<file path="src/rtl/uart_tx_arbiter.sv">
// uart_tx_arbiter: shares one uart_tx serializer between NUM_REQ byte-stream
// requesters. Round-robin arbitration with packet locking; each byte is
// sequenced as LOAD -> START (tx_start pulse) -> wait tx_busy rise -> wait
// tx_busy fall. A missing tx_busy rise raises timeout_err and retries the byte.
// Optional feature macro: UART_ARB_ID_HEADER_EN -- when defined, each packet
// is preceded by an unacknowledged header byte {4'hA, grant_id}.
module uart_tx_arbiter #(
  parameter int unsigned NUM_REQ      = 4,
  parameter int unsigned BUSY_TIMEOUT = 16
) (
  input  logic                 clk,
  input  logic                 rst_n,
  input  logic [NUM_REQ-1:0]   req,
  input  logic [8*NUM_REQ-1:0] req_data,
  input  logic [NUM_REQ-1:0]   req_last,
  output logic [NUM_REQ-1:0]   ack,
  output logic                 tx_start,
  output logic [7:0]           tx_data,
  input  logic                 tx_busy,
  output logic [3:0]           grant_id,
  output logic                 locked,
  output logic                 timeout_err
);

  localparam int unsigned IdxW = (NUM_REQ > 1) ? $clog2(NUM_REQ) : 1;
  localparam logic [IdxW-1:0] LastIdx = IdxW'(NUM_REQ - 1);
  localparam logic [7:0] CntMax = 8'(BUSY_TIMEOUT - 1);

`ifdef UART_ARB_ID_HEADER_EN
  localparam bit HdrEn = 1'b1;
`else
  localparam bit HdrEn = 1'b0;
`endif

  typedef enum logic [2:0] {
    StIdle,
    StLoad,
    StStart,
    StWaitBusy,
    StWaitDone
  } state_e;

  state_e          state_q, state_d;
  logic [3:0]      grant_q, grant_d;
  logic            locked_q, locked_d;
  logic [IdxW-1:0] rr_q, rr_d;
  logic            last_q, last_d;
  logic [7:0]      cnt_q, cnt_d;
  logic [7:0]      data_q, data_d;
  // Set while the current byte in flight is the packet header.
  logic            hdr_q, hdr_d;

  logic [IdxW-1:0] gnt_idx;
  logic [IdxW-1:0] pick_idx;
  logic            pick_valid;
  logic [7:0]      data_arr [NUM_REQ];

  assign gnt_idx = grant_q[IdxW-1:0];

  for (genvar g = 0; g < NUM_REQ; g++) begin : g_data
    assign data_arr[g] = req_data[8*g +: 8];
  end

  function automatic logic [IdxW-1:0] wrap_idx(input int unsigned v);
    int unsigned m;
    m = v % NUM_REQ;
    return m[IdxW-1:0];
  endfunction

  // Round-robin pick: first asserted request at or above the pointer, with wrap.
  always_comb begin
    pick_valid = 1'b0;
    pick_idx   = '0;
    for (int unsigned i = 0; i < NUM_REQ; i++) begin
      if (!pick_valid && req[wrap_idx(32'(rr_q) + i)]) begin
        pick_valid = 1'b1;
        pick_idx   = wrap_idx(32'(rr_q) + i);
      end
    end
  end

  // Next-state and output decode of the byte sequencer.
  always_comb begin
    state_d     = state_q;
    grant_d     = grant_q;
    locked_d    = locked_q;
    rr_d        = rr_q;
    last_d      = last_q;
    cnt_d       = cnt_q;
    data_d      = data_q;
    hdr_d       = hdr_q;
    ack         = '0;
    tx_start    = 1'b0;
    timeout_err = 1'b0;
    unique case (state_q)
      StIdle: begin
        // A foreign transmission holds off any grant or restart.
        if (!tx_busy) begin
          if (locked_q) begin
            if (req[gnt_idx]) state_d = StLoad;
          end else if (pick_valid) begin
            grant_d  = 4'(pick_idx);
            locked_d = 1'b1;
            hdr_d    = HdrEn;
            state_d  = StLoad;
          end
        end
      end
      StLoad: begin
        if (hdr_q) begin
          data_d = {4'hA, grant_q};
        end else begin
          data_d = data_arr[gnt_idx];
          last_d = req_last[gnt_idx];
        end
        state_d = StStart;
      end
      StStart: begin
        tx_start = 1'b1;
        cnt_d    = '0;
        state_d  = StWaitBusy;
      end
      StWaitBusy: begin
        if (tx_busy) begin
          if (!hdr_q) ack[gnt_idx] = 1'b1;
          state_d = StWaitDone;
        end else if (cnt_q == CntMax) begin
          // Keep the lock so the same byte (or header) is retried.
          timeout_err = 1'b1;
          state_d     = StIdle;
        end else begin
          cnt_d = cnt_q + 8'd1;
        end
      end
      StWaitDone: begin
        if (!tx_busy) begin
          if (hdr_q) begin
            hdr_d = 1'b0;
          end else if (last_q) begin
            locked_d = 1'b0;
            rr_d     = (gnt_idx == LastIdx) ? '0 : gnt_idx + 1'b1;
          end
          state_d = StIdle;
        end
      end
      default: state_d = StIdle;
    endcase
  end

  // State register; reset drops any in-flight byte without acknowledge.
  always_ff @(posedge clk or negedge rst_n) begin
    if (!rst_n) begin
      state_q  <= StIdle;
      grant_q  <= '0;
      locked_q <= 1'b0;
      rr_q     <= '0;
      last_q   <= 1'b0;
      cnt_q    <= '0;
      data_q   <= 8'h00;
      hdr_q    <= 1'b0;
    end else begin
      state_q  <= state_d;
      grant_q  <= grant_d;
      locked_q <= locked_d;
      rr_q     <= rr_d;
      last_q   <= last_d;
      cnt_q    <= cnt_d;
      data_q   <= data_d;
      hdr_q    <= hdr_d;
    end
  end

  assign tx_data  = data_q;
  assign grant_id = grant_q;
  assign locked   = locked_q;

endmodule

</file>
<file path="config.mk">
export PLATFORM = sky130hd
export DESIGN_NAME = uart_tx_arbiter
export DESIGN_NICKNAME = d
export VERILOG_FILES = /design/src/rtl/uart_tx_arbiter.sv
export SDC_FILE = /design/constraint.sdc
export NUM_CORES = 1
export LEC_CHECK = 0
export CORE_AREA = 10 10 74 76
export CTS_BUF_LIST = sky130_fd_sc_hd__clkbuf_8
export DETAILED_ROUTE_END_ITERATION = 7
export DIE_AREA = 0 0 84 86
export PLACE_DENSITY = 0.76
export RECOVER_POWER = 25
export SLEW_MARGIN = 20
export SYNTH_ARGS = -nofsm -noshare
export SYNTH_HDL_FRONTEND = slang
export SYNTH_SLANG_ARGS = --single-unit
export TNS_END_PERCENT = 10
</file>
<file path="constraint.sdc">
create_clock -name clk -period 1.56 [get_ports clk]
set_input_delay 0.312 -clock clk [delete_from_list [all_inputs] [get_ports clk]]
set_output_delay 0.312 -clock clk [all_outputs]
set_load 0.005 [all_outputs]
</file>
# Word level (Yosys, flattened, before mapping)
# Cells that the tools add are included.
# Widths: inputs -> output; s select.
[totals]
reg_bits = 26
elab_cells = 115
inputBits = 43
[classes]
n_reduce_logical = 17
mux = 57
addsub = 5
eq_ne = 17
bitwise_logic = 4
order_cmp = 7
[ops]
columns = ["operator", "n"]
rows = [
  ["$mux 8", 5],
  ["$mux 1", 25],
  ["$mux 3", 7],
  ["$bmux 8 s2", 1],
  ["$ne 2x2->1 const B", 8],
  ["$pmux 8 s2", 1],
  ["$lt 2x3->1 const B", 5],
  ["$pmux 3 s5", 1],
  ["$reduce_and 5->1", 3],
  ["$bmux 1 s2", 6],
  ["$mux 4", 3],
  ["$mux 2", 5],
  ["$ne 3x3->1 const B", 3],
  ["$add 8x1->8 const B", 1],
  ["$eq 8x4->1 const B", 1],
  ["$reduce_and 4->1", 2],
  ["$eq 3x2->1 const B", 2],
  ["$add 2x1->2 const B", 2],
  ["$add 2x2->2 const B", 2],
  ["$logic_and 1x1->1", 4],
  ["$pmux 1 s2", 2],
  ["$reduce_bool 2->1", 2],
  ["$eq 3x1->1 const B", 1],
  ["$eq 3x3->1 const B", 1],
  ["10 further kinds", 14],
]

# Longest topological paths before layout
# Gate-level depths: netlist (run 1).
[logic_depth]
ltp_word = 16
mapped_depth = 5
depth_no_buf = 5

# Worst setup path before layout (run 1)
# Ideal clock, no wire load.
[synth_path]
kind = "flip-flop to flip-flop"
start = "reg grant_q[0], in the netlist grant_id[0]"
end = "reg last_q"
path_stages_with_launch = 4
path_slack_ns = -0.121
n_path_buf = 1
arrival_ns = 1.557
setup_time_ns = 0.125
cell_sequence = "dfrtp_1 > buf_2 > mux4_2 > mux2_2"
[synth_via]
elab_chain_cells = 2
[synth_lines]
columns = ["element", "line", "source"]
rows = [
  ["start, declared", "44", "logic [3:0] grant_q, grant_d;"],
  ["start signal, assigned", "163", "grant_q <= grant_d;"],
  ["$bmux 1 s2", "114", "last_d = req_last[gnt_idx];"],
  ["$mux 1 (implied by the code)", "114", ""],
  ["end signal, assigned", "166", "last_q <= last_d;"],
  ["end, declared", "47", "logic last_q, last_d;"],
]
# No other way between the ends. The select of a mux whose other input is x is not followed.
# A chain may end at the register's enable or synchronous reset.

# Final worst setup path (run 1)
[layout_path]
start = "reg cnt_q[7]"
end = "out timeout_err"
[layout_via]
elab_chain_cells = 4
[layout_lines]
columns = ["element", "line", "source"]
rows = [
  ["start, declared", "48", "logic [7:0] cnt_q, cnt_d;"],
  ["start signal, assigned", "167", "cnt_q <= cnt_d;"],
  ["$eq 8x4->1", "127", "end else if (cnt_q == CntMax) begin"],
  ["$mux 1", "127", ""],
  ["$mux 1", "124", "if (tx_busy) begin"],
  ["$mux 1", "95", "unique case (state_q)"],
  ["end, declared", "22", "output logic timeout_err"],
]
# No other way between the ends.

==> impl_results.md, run 1 <==
- Achievable frequency: 548 MHz
- Vias in the first global route: 1742
- Sequential power share: 29.5%
- Detail-routed via count per cell: 5.19
- Antenna Violating Nets Remaining: 0
- Cts bufs inserted: 3
- Cell count after synthesis: 139
- Critical R2R Launch: cnt_q[7]$_DFFE_PN0P_
- Hpwl dp: 3.88 mm
- Hold Crit Depth: 1
- Part of the cycle the worst path needs: 117%
- Hold Path Class: flop to flop
- Area enclosed by the die boundary: 7220 um2
- CTS tree: built
- Layout Skew: 0.00798 ns
- Cells after DPL: 277
- Max-Cap Viols: 0
- Total of endpoints with negative setup slack in the final report: 14
- Cell area after synthesis: 1580 um2
- Count of unresolved DRC violations after routing: 0
- Largest net degree at the start of global routing: 26
- Final min period: 1.83 ns
- Critical-path maximum fanout: 2
- Critical Path End Type: output pin
- Total wirelength of the detailed-routed design: 4.70 mm
- Worst Max-Slew Pin Slew: 0.640 ns
- Share of synthesized area occupied by flip-flops and latches: 39.5%
- Final cell count without fillers: 283
- Uppermost routed layer: met4
- Setup repair after global routing missed its margin: true
- Clk pwr share: 10.5%
- Drt wl/cell: 16.6 um
- Later-pin clock latency in the skew report: 0.27 ns
- CTS max path bufs: 2
- Worst endpoint required time: 1.25 ns
- Kind of critical path: flop to output pin
- Violated checks: negative setup slack
- GRT overflow: 0
- TritonCTS Sinks: 25
- Average cell area after synthesis: 11.4 um2
- Int Power: 2.43 mW
- Startpoint of the lowest-slack hold path: tx_data[7]$_DFFE_PN0P_
- Fraction of final layout cells sized beyond drive strength 1: 38.6%
- Total I/O pin count: 62
- Pins Over Slew Limit: 0
- Pwr/cell area: 1440 nW/um2
- Net Sw Frac: 34.7%
- Fillers: 294
- Overall routing resource usage: 13.0%
- Post-Route Setup TNS: -1.36 ns
- Destination of the worst hold path: tx_data[7]$_DFFE_PN0P_
- Detailed-routing wirelength on met1: 1.77 mm
- Final GP Congestion: 0.855
- Arrival @ worst endpoint: 1.51 ns
- Row Count: 23
- Power dissipated by switching net loads: 1.30 mW
- YS warnings: 0
- Initial DRC count: 47
- Antenna Diode Count: 0
- DR WL met2: 2.39 mm
- Area added between synthesis and finish: 63.4%
- Result of the run: finished with violations
- Clock transition at the registers of the reported paths: 0.09 ns
- Global-route wire length before repair: 7.91 mm
- Relative slew slack: 57.4%
- Leakage power total: 1.09 nW
- Destination of the worst register-to-register timing path: state_q[0]$_DFFE_PN0P_
- Setup slack of the most critical reg-to-reg path: -0.13 ns
- Chip height: 86 um
- Count of buffers from port buffering: 59
- Root buffer selected by CTS: sky130_fd_sc_hd__clkbuf_8
- Total count of hold-check failures in the final report: 0
- Kind of start point of the critical path: flop
- Flops & latches, synth: 25
- Via count: 1468
- Htree depth: 1
- Core box area: 3970 um2
- R2R cell count: 5
- Horiz. Die Dim: 84 um
- Number of antenna violations at the first check in global routing: 0
- Combinational share of power: 60.0%
- Length of routed met3 wiring: 502 um
- Post-layout worst setup margin: -0.266 ns
- Effective utilization at floorplan: 39.9%
- Count of nets after finishing: 282
- Number of iterations in the first detailed-routing pass: 4
- Post-synth cell types: 41
- Worst voltage drop across the vdd grid: 826 uV
==> worst max-delay path: stages, from the launching register on <==
cell and delay [ns]:
sky130_fd_sc_hd__dfrtp_1 0.39, sky130_fd_sc_hd__or4_4 0.56, sky130_fd_sc_hd__nor4_4 0.14, sky130_fd_sc_hd__buf_2 0.15
==> registers in the layout (all words and copies together) (netlist names) <==
register,cells
last_q,1
state_q,3
grant_id,2
cnt_q,8
rr_q,2
locked,1
tx_data,8
==> worst max path at each step <==
stage,slack [ns],to,startpoint
finish,-0.27,timeout_err,cnt_q[7]$_DFFE_PN0P_
global route,-0.33,timeout_err,cnt_q[7]$_DFFE_PN0P_
CTS,-0.25,timeout_err,cnt_q[4]$_DFFE_PN0P_
detailed placement,-0.44,ack[1],tx_busy
global placement,-0.39,ack[3],tx_busy
floorplan,-0.002,grant_id[0]$_DFFE_PN0P_,state_q[2]$_DFFE_PN0P_
==> routing by layer <==
layer / track usage, % / vias up
li1: - / 701
met1: 12.3 / 712
met2: 24.5 / 53
met3: 7.10 / 2
met4: 2.28 / 0
met5: 0 / -
==> cell type report <==
type                            count  area (um2)  share of cell area, %
Clock inverter                      1        5.00                  0.193
Tap cell                           50        62.6                   2.42
Sequential cell                    25         628                   24.3
Clock buffer                        3        41.3                   1.59
Timing Repair Buffer               96         860                   33.2
Multi-Input combinational cell    102         970                   37.5
Inverter                            6        22.5                  0.870
==> repair_timing <==
action,in CTS,in global routing
resized for setup,38,11
pin swaps,5,1
setup endpoints to repair,27,24
hold buffers,0,0
buffers inserted,2,0
==> cells in the mapped netlist, drive strengths merged <==
| cell type | n | area [um2] |
|---|---|---|
| dfrtp | 25 | 626 |
| mux2 | 12 | 135 |
| nand2 | 11 | 41.3 |
| mux4 | 10 | 225 |
| a21oi | 7 | 38.8 |
| and2 | 6 | 37.5 |
| buf | 6 | 35.0 |
| inv | 6 | 22.5 |
| o21ai | 6 | 30.0 |
| ha | 5 | 62.6 |
| nor2 | 5 | 18.8 |
| or3 | 4 | 32.5 |
| nand2b | 3 | 18.8 |
| nand3 | 3 | 15.0 |
| nor3 | 3 | 15.0 |
| nor4 | 3 | 25.0 |
| xnor2 | 3 | 26.3 |
| nand4 | 2 | 12.5 |
| nand4b | 2 | 17.5 |
| nor3b | 2 | 20.0 |
| o221ai | 2 | 17.5 |
| a21boi | 1 | 7.51 |
| a221oi | 1 | 8.76 |
| and2b | 1 | 8.76 |
| and3 | 1 | 6.26 |
| clkbuf | 1 | 3.75 |
| conb | 1 | 3.75 |
| nor4b | 1 | 8.76 |
| o211ai | 1 | 21.3 |
| o21a | 1 | 7.51 |
| o21ba | 1 | 10.0 |
| o22ai | 1 | 6.26 |
| o31ai | 1 | 7.51 |
| or4 | 1 | 11.3 |
==> cell families (layout without fill, tap and decap cells) <==
| group | Yosys count | in the layout | synth area share, % |
|---|---|---|---|
| compound gates | 22 | 22 | 9.80 |
| xor+xnor | 3 | 3 | 1.66 |
| fa+ha+maj | 5 | 5 | 3.95 |
| buf+inv | 13 | 106 | 3.87 |
| flops | 25 | 25 | 39.5 |
| mux | 22 | 22 | 22.7 |
| other cells | 1 | 2 | 0.237 |
| simple gates | 48 | 48 | 18.2 |
==> placed cells by master (no fill, tap or decap), types with 2 or more instances in the layout <==
master                            instances
sky130_fd_sc_hd__nand2_2                  2
sky130_fd_sc_hd__nand4b_1                 2
sky130_fd_sc_hd__o21ai_1                  3
sky130_fd_sc_hd__buf_2                    4
sky130_fd_sc_hd__and2_1                   5
sky130_fd_sc_hd__nor2_1                   5
sky130_fd_sc_hd__o21ai_0                  3
sky130_fd_sc_hd__dlygate4sd2_1            3
sky130_fd_sc_hd__clkdlybuf4s50_1         48
sky130_fd_sc_hd__dfrtp_2                  2
sky130_fd_sc_hd__dfrtp_1                 23
sky130_fd_sc_hd__nand2_1                  9
sky130_fd_sc_hd__or3_2                    2
sky130_fd_sc_hd__mux4_2                  10
sky130_fd_sc_hd__nand4_1                  2
sky130_fd_sc_hd__conb_1                   2
sky130_fd_sc_hd__clkbuf_8                 3
sky130_fd_sc_hd__xnor2_1                  3
sky130_fd_sc_hd__nor4_4                   2
sky130_fd_sc_hd__a21oi_1                  4
sky130_fd_sc_hd__nand2b_1                 3
sky130_fd_sc_hd__buf_4                   35
sky130_fd_sc_hd__nor3_1                   3
sky130_fd_sc_hd__a21oi_2                  3
sky130_fd_sc_hd__inv_1                    5
sky130_fd_sc_hd__mux2_2                   6
sky130_fd_sc_hd__o221ai_1                 2
sky130_fd_sc_hd__nand3_1                  3
sky130_fd_sc_hd__ha_1                     4
sky130_fd_sc_hd__mux2_4                   6
==> through the flow <==
step / cell area [um2] / utilization, % / hold slack [ns] / total power [mW] / worst slack (ns)
2_1_floorplan: 1590 / - / 0.0164 / 2.15 / -0.00195
3_3_place_gp: 2470 / 62.1 / 0.489 / 3.08 / -0.393
3_5_place_dp: 2470 / 62.1 / 0.499 / 3.17 / -0.440
4_1_cts: 2550 / 64.2 / 0.418 / 3.65 / -0.253
5_1_grt: 2590 / 65.2 / 0.548 / 4.01 / -0.326
6_report: 2590 / 65.2 / 0.514 / 3.73 / -0.266
==> power groups by stage <==
stage / clock network (mW) / registers, mW / logic [mW]
final: 0.390 / 1.10 / 2.24
after global routing: 0.428 / 1.13 / 2.45
after CTS: 0.391 / 1.10 / 2.16
after detailed placement: 0 / 1.10 / 2.06
after global placement: 0 / 1.08 / 2.00
after floorplan: 0 / 1.10 / 1.05
(Power assumes the default switching activity.)
==> run 2, diff against run 1 <==
CTS_BUF_LIST = sky130_fd_sc_hd__clkbuf_4 sky130_fd_sc_hd__clkbuf_8   (was sky130_fd_sc_hd__clkbuf_8)
SLEW_MARGIN = 25   (was 20)
==> results of run 2 <==
Final layout, timing and power as in run 1 (identical DEF).
